[src/rtl/parameter_package.sv]
// Shared I2C master constants: tap command codes, counter widths and the read-stage state type.
package parameter_package;

  localparam int unsigned CMD_W      = 4;
  localparam int unsigned BIT_CNT_W  = 4;
  localparam int unsigned BYTE_CNT_W = 24;

  localparam logic [CMD_W-1:0] CMD_IDLE    = 4'd0;
  localparam logic [CMD_W-1:0] CMD_START   = 4'd1;
  localparam logic [CMD_W-1:0] CMD_STOP    = 4'd2;
  localparam logic [CMD_W-1:0] CMD_L0      = 4'd3;
  localparam logic [CMD_W-1:0] CMD_L1      = 4'd4;
  localparam logic [CMD_W-1:0] CMD_RD      = 4'd5;
  localparam logic [CMD_W-1:0] CMD_RESTART = 4'd6;

  typedef enum logic [2:0] {
    RIDLE      = 3'd0,
    RSET_RD    = 3'd1,
    RWAIT_BIT  = 3'd2,
    RPUSH      = 3'd3,
    RSET_ACK   = 3'd4,
    RBURST_FSH = 3'd5,
    RFSH       = 3'd6
  } rd_state_t;

endpackage

[src/rtl/rd_bit_shifter.sv]
// Bit/byte position tracking for the read stage, with last-bit and last-byte decode.
module rd_bit_shifter
  import parameter_package::*;
(
  input  logic                  clock,
  input  logic                  rst,
  input  logic                  len_load,
  input  logic [BYTE_CNT_W-1:0] len,
  input  logic                  bit_inc,
  input  logic                  bit_clr,
  input  logic                  byte_inc,
  input  logic                  byte_clr,
  output logic                  last_bit_c,
  output logic                  last_byte_c
);

  logic [BIT_CNT_W-1:0]  bit_cnt;
  logic [BYTE_CNT_W-1:0] byte_cnt;
  logic [BYTE_CNT_W-1:0] len_m1;

  // A zero length is treated as a single byte.
  always_ff @(posedge clock) begin
    if (rst) begin
      bit_cnt  <= '0;
      byte_cnt <= '0;
      len_m1   <= '0;
    end else begin
      if (len_load)
        len_m1 <= (len == '0) ? '0 : len - BYTE_CNT_W'(1);
      if (bit_clr)
        bit_cnt <= '0;
      else if (bit_inc)
        bit_cnt <= bit_cnt + BIT_CNT_W'(1);
      if (byte_clr)
        byte_cnt <= '0;
      else if (byte_inc)
        byte_cnt <= byte_cnt + BYTE_CNT_W'(1);
    end
  end

  assign last_bit_c  = (bit_cnt == BIT_CNT_W'(7));
  assign last_byte_c = (byte_cnt == len_m1);

endmodule

[src/rtl/rd_status_ctrl.sv]
// I2C master byte-stage read controller: issues CMD_RD per bit, streams sampled bits
// MSB-first into a 1-bit pipe, and closes each byte with ACK (NACK on the last).
module rd_status_ctrl
  import parameter_package::*;
#(
  parameter int unsigned CSIZE     = 4,
  parameter logic [3:0]  MODULE_ID = 4'd0
) (
  input  logic             clock,
  input  logic             rst,
  input  logic             exec_rd,
  input  logic [23:0]      exec_rd_len,
  output logic             exec_rd_finish,
  output logic             rd_timeout,
  output logic             tras_cmd_vld,
  output logic [CSIZE-1:0] tras_cmd,
  input  logic             tras_cmd_ready,
  output logic [3:0]       tras_cmd_mid,
  output logic [1:0]       tras_cmd_proc_id,
  input  logic [3:0]       curr_mid,
  input  logic [1:0]       curr_proc_id,
  input  logic             rd_bit_vld,
  input  logic             rd_bit,
  output logic             rpipe_vld,
  output logic             rpipe_data,
  output logic             rpipe_last,
  input  logic             rpipe_ready,
  output logic             timeout_cnt_req,
  input  logic             timeout
);

  rd_state_t        state, nstate;
  logic             cmd_hs, pipe_hs, bit_match;
  logic             bit_inc, bit_clr, byte_inc, byte_clr;
  logic             last_bit_c, last_byte_c;
  logic             cmd_vld_nxt, pipe_vld_nxt, pipe_data_nxt, pipe_last_nxt;
  logic             tmo_req_nxt, fin_nxt, rd_tmo_nxt;
  logic [CSIZE-1:0] cmd_nxt;
  logic [1:0]       pid_nxt;

  assign tras_cmd_mid = MODULE_ID;
  assign cmd_hs       = tras_cmd_vld && tras_cmd_ready;
  assign pipe_hs      = rpipe_vld && rpipe_ready;
  assign bit_match    = rd_bit_vld && (curr_mid == MODULE_ID) && (curr_proc_id == tras_cmd_proc_id);

  rd_bit_shifter u_shift (
    .clock       (clock),
    .rst         (rst),
    .len_load    (state == RIDLE),
    .len         (exec_rd_len),
    .bit_inc     (bit_inc),
    .bit_clr     (bit_clr),
    .byte_inc    (byte_inc),
    .byte_clr    (byte_clr),
    .last_bit_c  (last_bit_c),
    .last_byte_c (last_byte_c)
  );

  // Next state, counter strobes, and next values of the registered outputs.
  always_comb begin
    nstate   = state;
    bit_inc  = 1'b0;
    bit_clr  = 1'b0;
    byte_inc = 1'b0;
    byte_clr = 1'b0;
    case (state)
      RIDLE:      if (exec_rd) nstate = RSET_RD;
      RSET_RD:    if (cmd_hs) nstate = RWAIT_BIT;
      RWAIT_BIT: begin
        if (bit_match)    nstate = RPUSH;
        else if (timeout) nstate = RFSH;
      end
      RPUSH: begin
        if (pipe_hs) begin
          bit_inc = 1'b1;
          nstate  = last_bit_c ? RSET_ACK : RSET_RD;
        end
      end
      RSET_ACK: begin
        if (cmd_hs) begin
          bit_clr = 1'b1;
          nstate  = RBURST_FSH;
        end
      end
      RBURST_FSH: begin
        byte_inc = 1'b1;
        nstate   = last_byte_c ? RFSH : RSET_RD;
      end
      RFSH:       nstate = RIDLE;
      default:    nstate = RIDLE;
    endcase
    if (!exec_rd) nstate = RIDLE;
    if (nstate == RIDLE) begin
      bit_clr  = 1'b1;
      byte_clr = 1'b1;
    end

    cmd_vld_nxt = (nstate == RSET_RD) || (nstate == RSET_ACK);
    cmd_nxt     = CSIZE'(CMD_IDLE);
    if (nstate == RSET_RD)  cmd_nxt = CSIZE'(CMD_RD);
    if (nstate == RSET_ACK) cmd_nxt = last_byte_c ? CSIZE'(CMD_L1) : CSIZE'(CMD_L0);
    pipe_vld_nxt  = (nstate == RPUSH);
    pipe_data_nxt = (nstate == RPUSH) ? ((state == RWAIT_BIT) ? rd_bit : rpipe_data) : 1'b0;
    pipe_last_nxt = (nstate == RPUSH) && last_bit_c && last_byte_c;
    tmo_req_nxt   = (nstate == RWAIT_BIT);
    fin_nxt       = (nstate == RFSH);
    rd_tmo_nxt    = (nstate == RFSH) && (state == RWAIT_BIT);
    pid_nxt       = (nstate == RFSH) ? tras_cmd_proc_id + 2'd1 : tras_cmd_proc_id;
  end

  always_ff @(posedge clock) begin
    if (rst) begin
      state            <= RIDLE;
      tras_cmd_vld     <= 1'b0;
      tras_cmd         <= CSIZE'(CMD_IDLE);
      tras_cmd_proc_id <= 2'd0;
      rpipe_vld        <= 1'b0;
      rpipe_data       <= 1'b0;
      rpipe_last       <= 1'b0;
      timeout_cnt_req  <= 1'b0;
      exec_rd_finish   <= 1'b0;
      rd_timeout       <= 1'b0;
    end else begin
      state            <= nstate;
      tras_cmd_vld     <= cmd_vld_nxt;
      tras_cmd         <= cmd_nxt;
      tras_cmd_proc_id <= pid_nxt;
      rpipe_vld        <= pipe_vld_nxt;
      rpipe_data       <= pipe_data_nxt;
      rpipe_last       <= pipe_last_nxt;
      timeout_cnt_req  <= tmo_req_nxt;
      exec_rd_finish   <= fin_nxt;
      rd_timeout       <= rd_tmo_nxt;
    end
  end

endmodule
[config.mk]
export PLATFORM = sky130hd
export DESIGN_NAME = rd_status_ctrl
export DESIGN_NICKNAME = d
export VERILOG_FILES = /design/src/rtl/parameter_package.sv /design/src/rtl/rd_bit_shifter.sv /design/src/rtl/rd_status_ctrl.sv
export SDC_FILE = /design/constraint.sdc
export NUM_CORES = 1
export LEC_CHECK = 0
export ABC_CLOCK_PERIOD_IN_PS = 2600
export CORE_MARGIN = 10
export CORE_UTILIZATION = 54
export DETAILED_ROUTE_END_ITERATION = 10
export PLACE_DENSITY = 0.8
export SKIP_LAST_GASP = 1
export SYNTH_ARGS = -nofsm -noshare
export SYNTH_HDL_FRONTEND = slang
export SYNTH_SLANG_ARGS = --single-unit
[constraint.sdc]
create_clock -name clock -period 2.6 [get_ports clock]
set_input_delay 0.39 -clock clock [delete_from_list [all_inputs] [get_ports clock]]
set_output_delay 0.39 -clock clock [all_outputs]
set_load 0.01 [all_outputs]
# Word-level counts from Yosys, hierarchy flattened
# Index checks and enable logic that the tools add are counted.
[totals] out_inout_bits=17 wordCells=66 inputBits=38 ff_bits=68
[classes] reduce_logical=15 eq_ne=13 n_addsub=4 bitwise_logic=1 muxes=20
[op_table] operator="3-bit 2-to-1 mux" n=10
[op_table] operator="24-bit by 1-bit adder with 24-bit output (second input constant)" n=1
[op_table] operator="24-bit == test" n=1
[op_table] operator="24-bit zero test" n=1
[op_table] operator="24-bit 2-to-1 mux" n=1
[op_table] operator="24-bit by 1-bit subtractor with 24-bit output (second input constant)" n=1
[op_table] operator="3-bit case mux with 6 select lines" n=1
[op_table] operator="3-bit by 2-bit == test with 1-bit output (second input constant)" n=4
[op_table] operator="3-bit == test (second input constant)" n=4
[op_table] operator="1-bit logical AND" n=7
[op_table] operator="1-bit 2-to-1 mux" n=7
[op_table] operator="3-bit by 1-bit == test with 1-bit output (second input constant)" n=2
[op_table] operator="3-bit zero test" n=2
[op_table] operator="2-bit OR reduction" n=3
[op_table] operator="4-bit by 1-bit adder with 4-bit output (second input constant)" n=1
[op_table] operator="4-bit by 3-bit == test with 1-bit output (second input constant)" n=1
[op_table] operator="4-bit zero test" n=1
[op_table] operator="4-bit 2-to-1 mux" n=1
[op_table] operator="2-bit by 1-bit adder with 2-bit output (second input constant)" n=1
[op_table] operator="2-bit == test" n=1
[op_table] operator="1-bit logical OR" n=1
[op_table] operator="1-bit NOT" n=1

# Logic depth before layout (Yosys ltp)
[depth] ltp_word=9 mapped_depth=9 mapped_depth_nobuf=8

# Cells and area by module
# A second synthesis with hierarchy kept.
[hier_totals] cells_unflattened=412 hier_area_um2=3624.7
[modules_own_cells] module="rd_bit_shifter" n_inst=1 cells_per_inst=322 seq_area_each_um2=1041.0 area_each_um2=2811.4
[modules_own_cells] module="rd_status_ctrl" n_inst=1 cells_per_inst=90 seq_area_each_um2=300.3 area_each_um2=813.3

# Worst setup path before layout
# Ideal clock, no wire load.
[synth_path] path_type="input to register" startpoint="input port exec_rd_len[19]" endpoint="register u_shift.len_m1[17]" path_buffers=2 path_stages=7 path_slack_ns=0.366 required_ns=2.485 setup_time_ns=0.115 arrival_ns=2.119 cell_sequence="or4_4 > or4b_4 > o41ai_2 > or2_1 > buf_6 > buf_12 > o21ai_2"
[synth_via] elab_chain_cells=2
[synth_lines] element="start: declaration" line_no="rd_status_ctrl.sv:12" text="input logic [23:0] exec_rd_len,"
[synth_lines] element="24-bit zero test" line_no="rd_bit_shifter.sv:29" text="len_m1 <= (len == '0) ? '0 : len - BYTE_CNT_W'(1);"
[synth_lines] element="24-bit 2-to-1 mux" line_no="rd_bit_shifter.sv:29"
[synth_lines] element="end signal: assignment" line_no="rd_bit_shifter.sv:29"
[synth_lines] element="end: declaration" line_no="rd_bit_shifter.sv:19" text="logic [BYTE_CNT_W-1:0] len_m1;"
# Every way passes these cells.
# A chain may end at the register's enable or synchronous reset.

# Worst setup path after layout
[layout_path] startpoint="input port exec_rd_len[19]" endpoint="register u_shift.len_m1[8]"
# Same word-level chain as after synthesis.

==> flow_summary.ini <==
[detailed_routing]
viasPerCell = 5.41
wl_um = 8180
drt_iter0_markers = 130
drcViolationCount = 0
wl_per_cell_um = 14.6
ant_nets = 0
vias = 3025
first_pass_iters = 4

[setup_path]
path_class = primary input to register
cp_slowest_cell = or4_4
critPathTopFamily = simple AND/OR/NAND/NOR gates
crit_chain = clkdlybuf4s50_1, or4_4, or4b_4, o41ai_2, or2_1, buf_12, o21ai_0
critPathRequiredTime_ns = 2.82
worstPathArrival_ns = 2.66
cp_max_fo = 13
worstPathBufferInverterCount = 2
start_kind = primary input
critPathCaptureType = register
max_stage_delay_ns = 0.55

[power]
power_mw = 2.37
power_leakage_nw = 1.54
vdd_drop_max_uv = 357
powerDensity_mw_per_mm2 = 539

[cts]
cts.clk_slew.worst_paths_ns = 0.07
root_buffer = clkbuf_8
tritoncts = built
insertion_delay_ns = 0.35
cts.path.max_buffers = 2
ctsHoldBuffers = 0
numCtsBuffers = 9
cts_resized = 0
post_cts_buffers = 0
clock-sinks = 67
htree_levels = 3

[logic_synthesis]
netlist_area_mm2 = 0.00348
synthXorXnorAreaFrac_pct = 17.3
seq_area_frac_synth_pct = 38.5
synth_adder_area_share_pct = 1.08
synth_seq_cells = 67
yosys.area_share.simple_pct = 26.6
yosysWarnings = 0
synth_area_per_cell_um2 = 8.62
synth.area.mux_share_pct = 0.611
syn_inst = 404
synth-edff-count = 0
synth-compound-area-share_pct = 11.1
ys_types = 54
synth_ff_type = dfxtp_1
synth_top_area_cell = dfxtp_1
async_reset_ff_share_pct = 0
yosysTopAreaCellShare_pct = 38.5
synth_top_family_by_area = simple AND/OR/NAND/NOR gates
synth.area.top_cells = dfxtp_1 39%, xnor2_1 11%, xor2_1 6.5%, nor2_1 5.8%, nand2_1 4.1%

[die]
die_y_um = 100
dieWidth_um = 100
rows = 29
start_util_pct = 55.2
die-area_mm2 = 0.0101
io_pins = 55
core_mm2 = 0.00631

[timing]
drv_slew = 0
fin_ws_ns = 0.165
min_period_ns = 2.44
hold_viol_final = 0
setup_violations = 0
worst_pin_slew_ns = 0.996
fin_skew_ns = 0.00686
rsz0062_at_grt = no
fin_tns_setup_ns = 0
slew_headroom_pct = 33.4
min_period_over_period_pct = 93.7
max_freq_ghz = 0.411
fin_hold_ws_ns = 0.463

[run]
maxCapViolations = 0

[global_routing]
grt_pass1_vias = 2881
antenna_found_initial = 0
grt_pass1_wl_um = 13500
gr-total-overflow = 0
grt_max_degree = 27
grtUsageTotal_pct = 16.4

[placement]
hpwl_um = 6510
dpl.cell_count = 543
place_area_mm2 = 0.00416
gp_congestion = 0.902
portBuffers = 49
place_ws_ns = -0.208

[final_layout]
final_cells = 559
fin_area_mm2 = 0.00440
syn2layout_area_growth_pct = 26.3
drive_gt1_share_pct = 13.3
post-route-util_pct = 69.7
diodes = 0
nets = 518

[run_status]
status = finished clean

[worst_hold_path]
hp-class = register to register
area by class of cell:
type / instances / area (um2)
multi-input cells: 317 / 1990
fillers: 519 / 1910
flip-flops and latches: 67 / 1340
repair buffers: 76 / 706
clock buffers: 11 / 141
clock inverters: 5 / 100
well taps: 77 / 96.3
inverters: 6 / 22.5
kinds of logic (layout without fill, tap and decap cells):
group	after synthesis	after routing
other cells	1	5
xor+xnor	69	69
compound gates	56	56
flops	67	67
mux	2	2
simple gates	182	182
buf+inv	24	98
fa+ha+maj	3	3
tightest hold or removal path, cell delays in order, from the launching register on:
cell and delay [ns]:
dfxtp_1 0.31, nand2_1 0.05, a21oi_1 0.05
placed cells by master (no fill, tap or decap), types with 4 or more instances in the layout:
cell / count
nor3b_1: 4
inv_1: 6
o21ai_2: 10
nor3_1: 16
clkdlybuf4s50_1: 49
a21oi_1: 13
conb_1: 5
and4_1: 4
a211oi_1: 4
xor2_1: 26
clkbuf_8: 10
or3_1: 6
nor4_1: 5
nand3_1: 15
o21ai_0: 14
nor2_1: 54
and2_1: 4
nand2_1: 38
buf_4: 26
nand4_1: 13
dfxtp_1: 67
xnor2_1: 43
cell usage after synthesis (5+ instances only):
cell and number:
dfxtp_1 67, nor2_1 54, xnor2_1 43, nand2_1 38, xor2_1 26, nor3_1 16
nand3_1 15, o21ai_0 14, a21oi_1 13, nand4_1 13, o21ai_2 10, clkbuf_1 8
inv_1 6, or3_1 6, buf_4 5, nor4_1 5
sequential cells by signal, summed over array words and instances, names as in the netlist, 2 cells and up:
signal            flops
u_shift.byte_cnt     24
state                 3
u_shift.len_m1       24
u_shift.bit_cnt       4
tras_cmd              3
tras_cmd_proc_id      2
per-layer routing:
layer / vias up / track usage (%) / wire, um
li1: 1528 / - / -
met1: 1422 / 19.6 / 3640
met2: 60 / 26.6 / 4030
met3: 15 / 3.85 / 274
met4: 0 / 9.13 / 227
met5: - / 0 / 0
power breakdown:
group	total, mW	switching, mW	internal (mW)	leakage (nW)
logic	0.251	0.113	0.138	0.867
registers	1.09	0.0273	1.06	0.547
clock network	1.04	0.376	0.660	0.123
total	2.37	0.516	1.86	1.54
worst paths after layout:
kind	startpoint	to	slack, ns	cells past startpoint
max	exec_rd_len[19]	u_shift.len_m1[8]	0.16	7
min	rpipe_data	rpipe_data	0.46	2
max reg2reg	u_shift.byte_cnt[20]	tras_cmd_proc_id[1]	0.53	6
min reg2reg	rpipe_data	rpipe_data	0.46	2
Note: power is estimated with default switching activity, not from simulation.
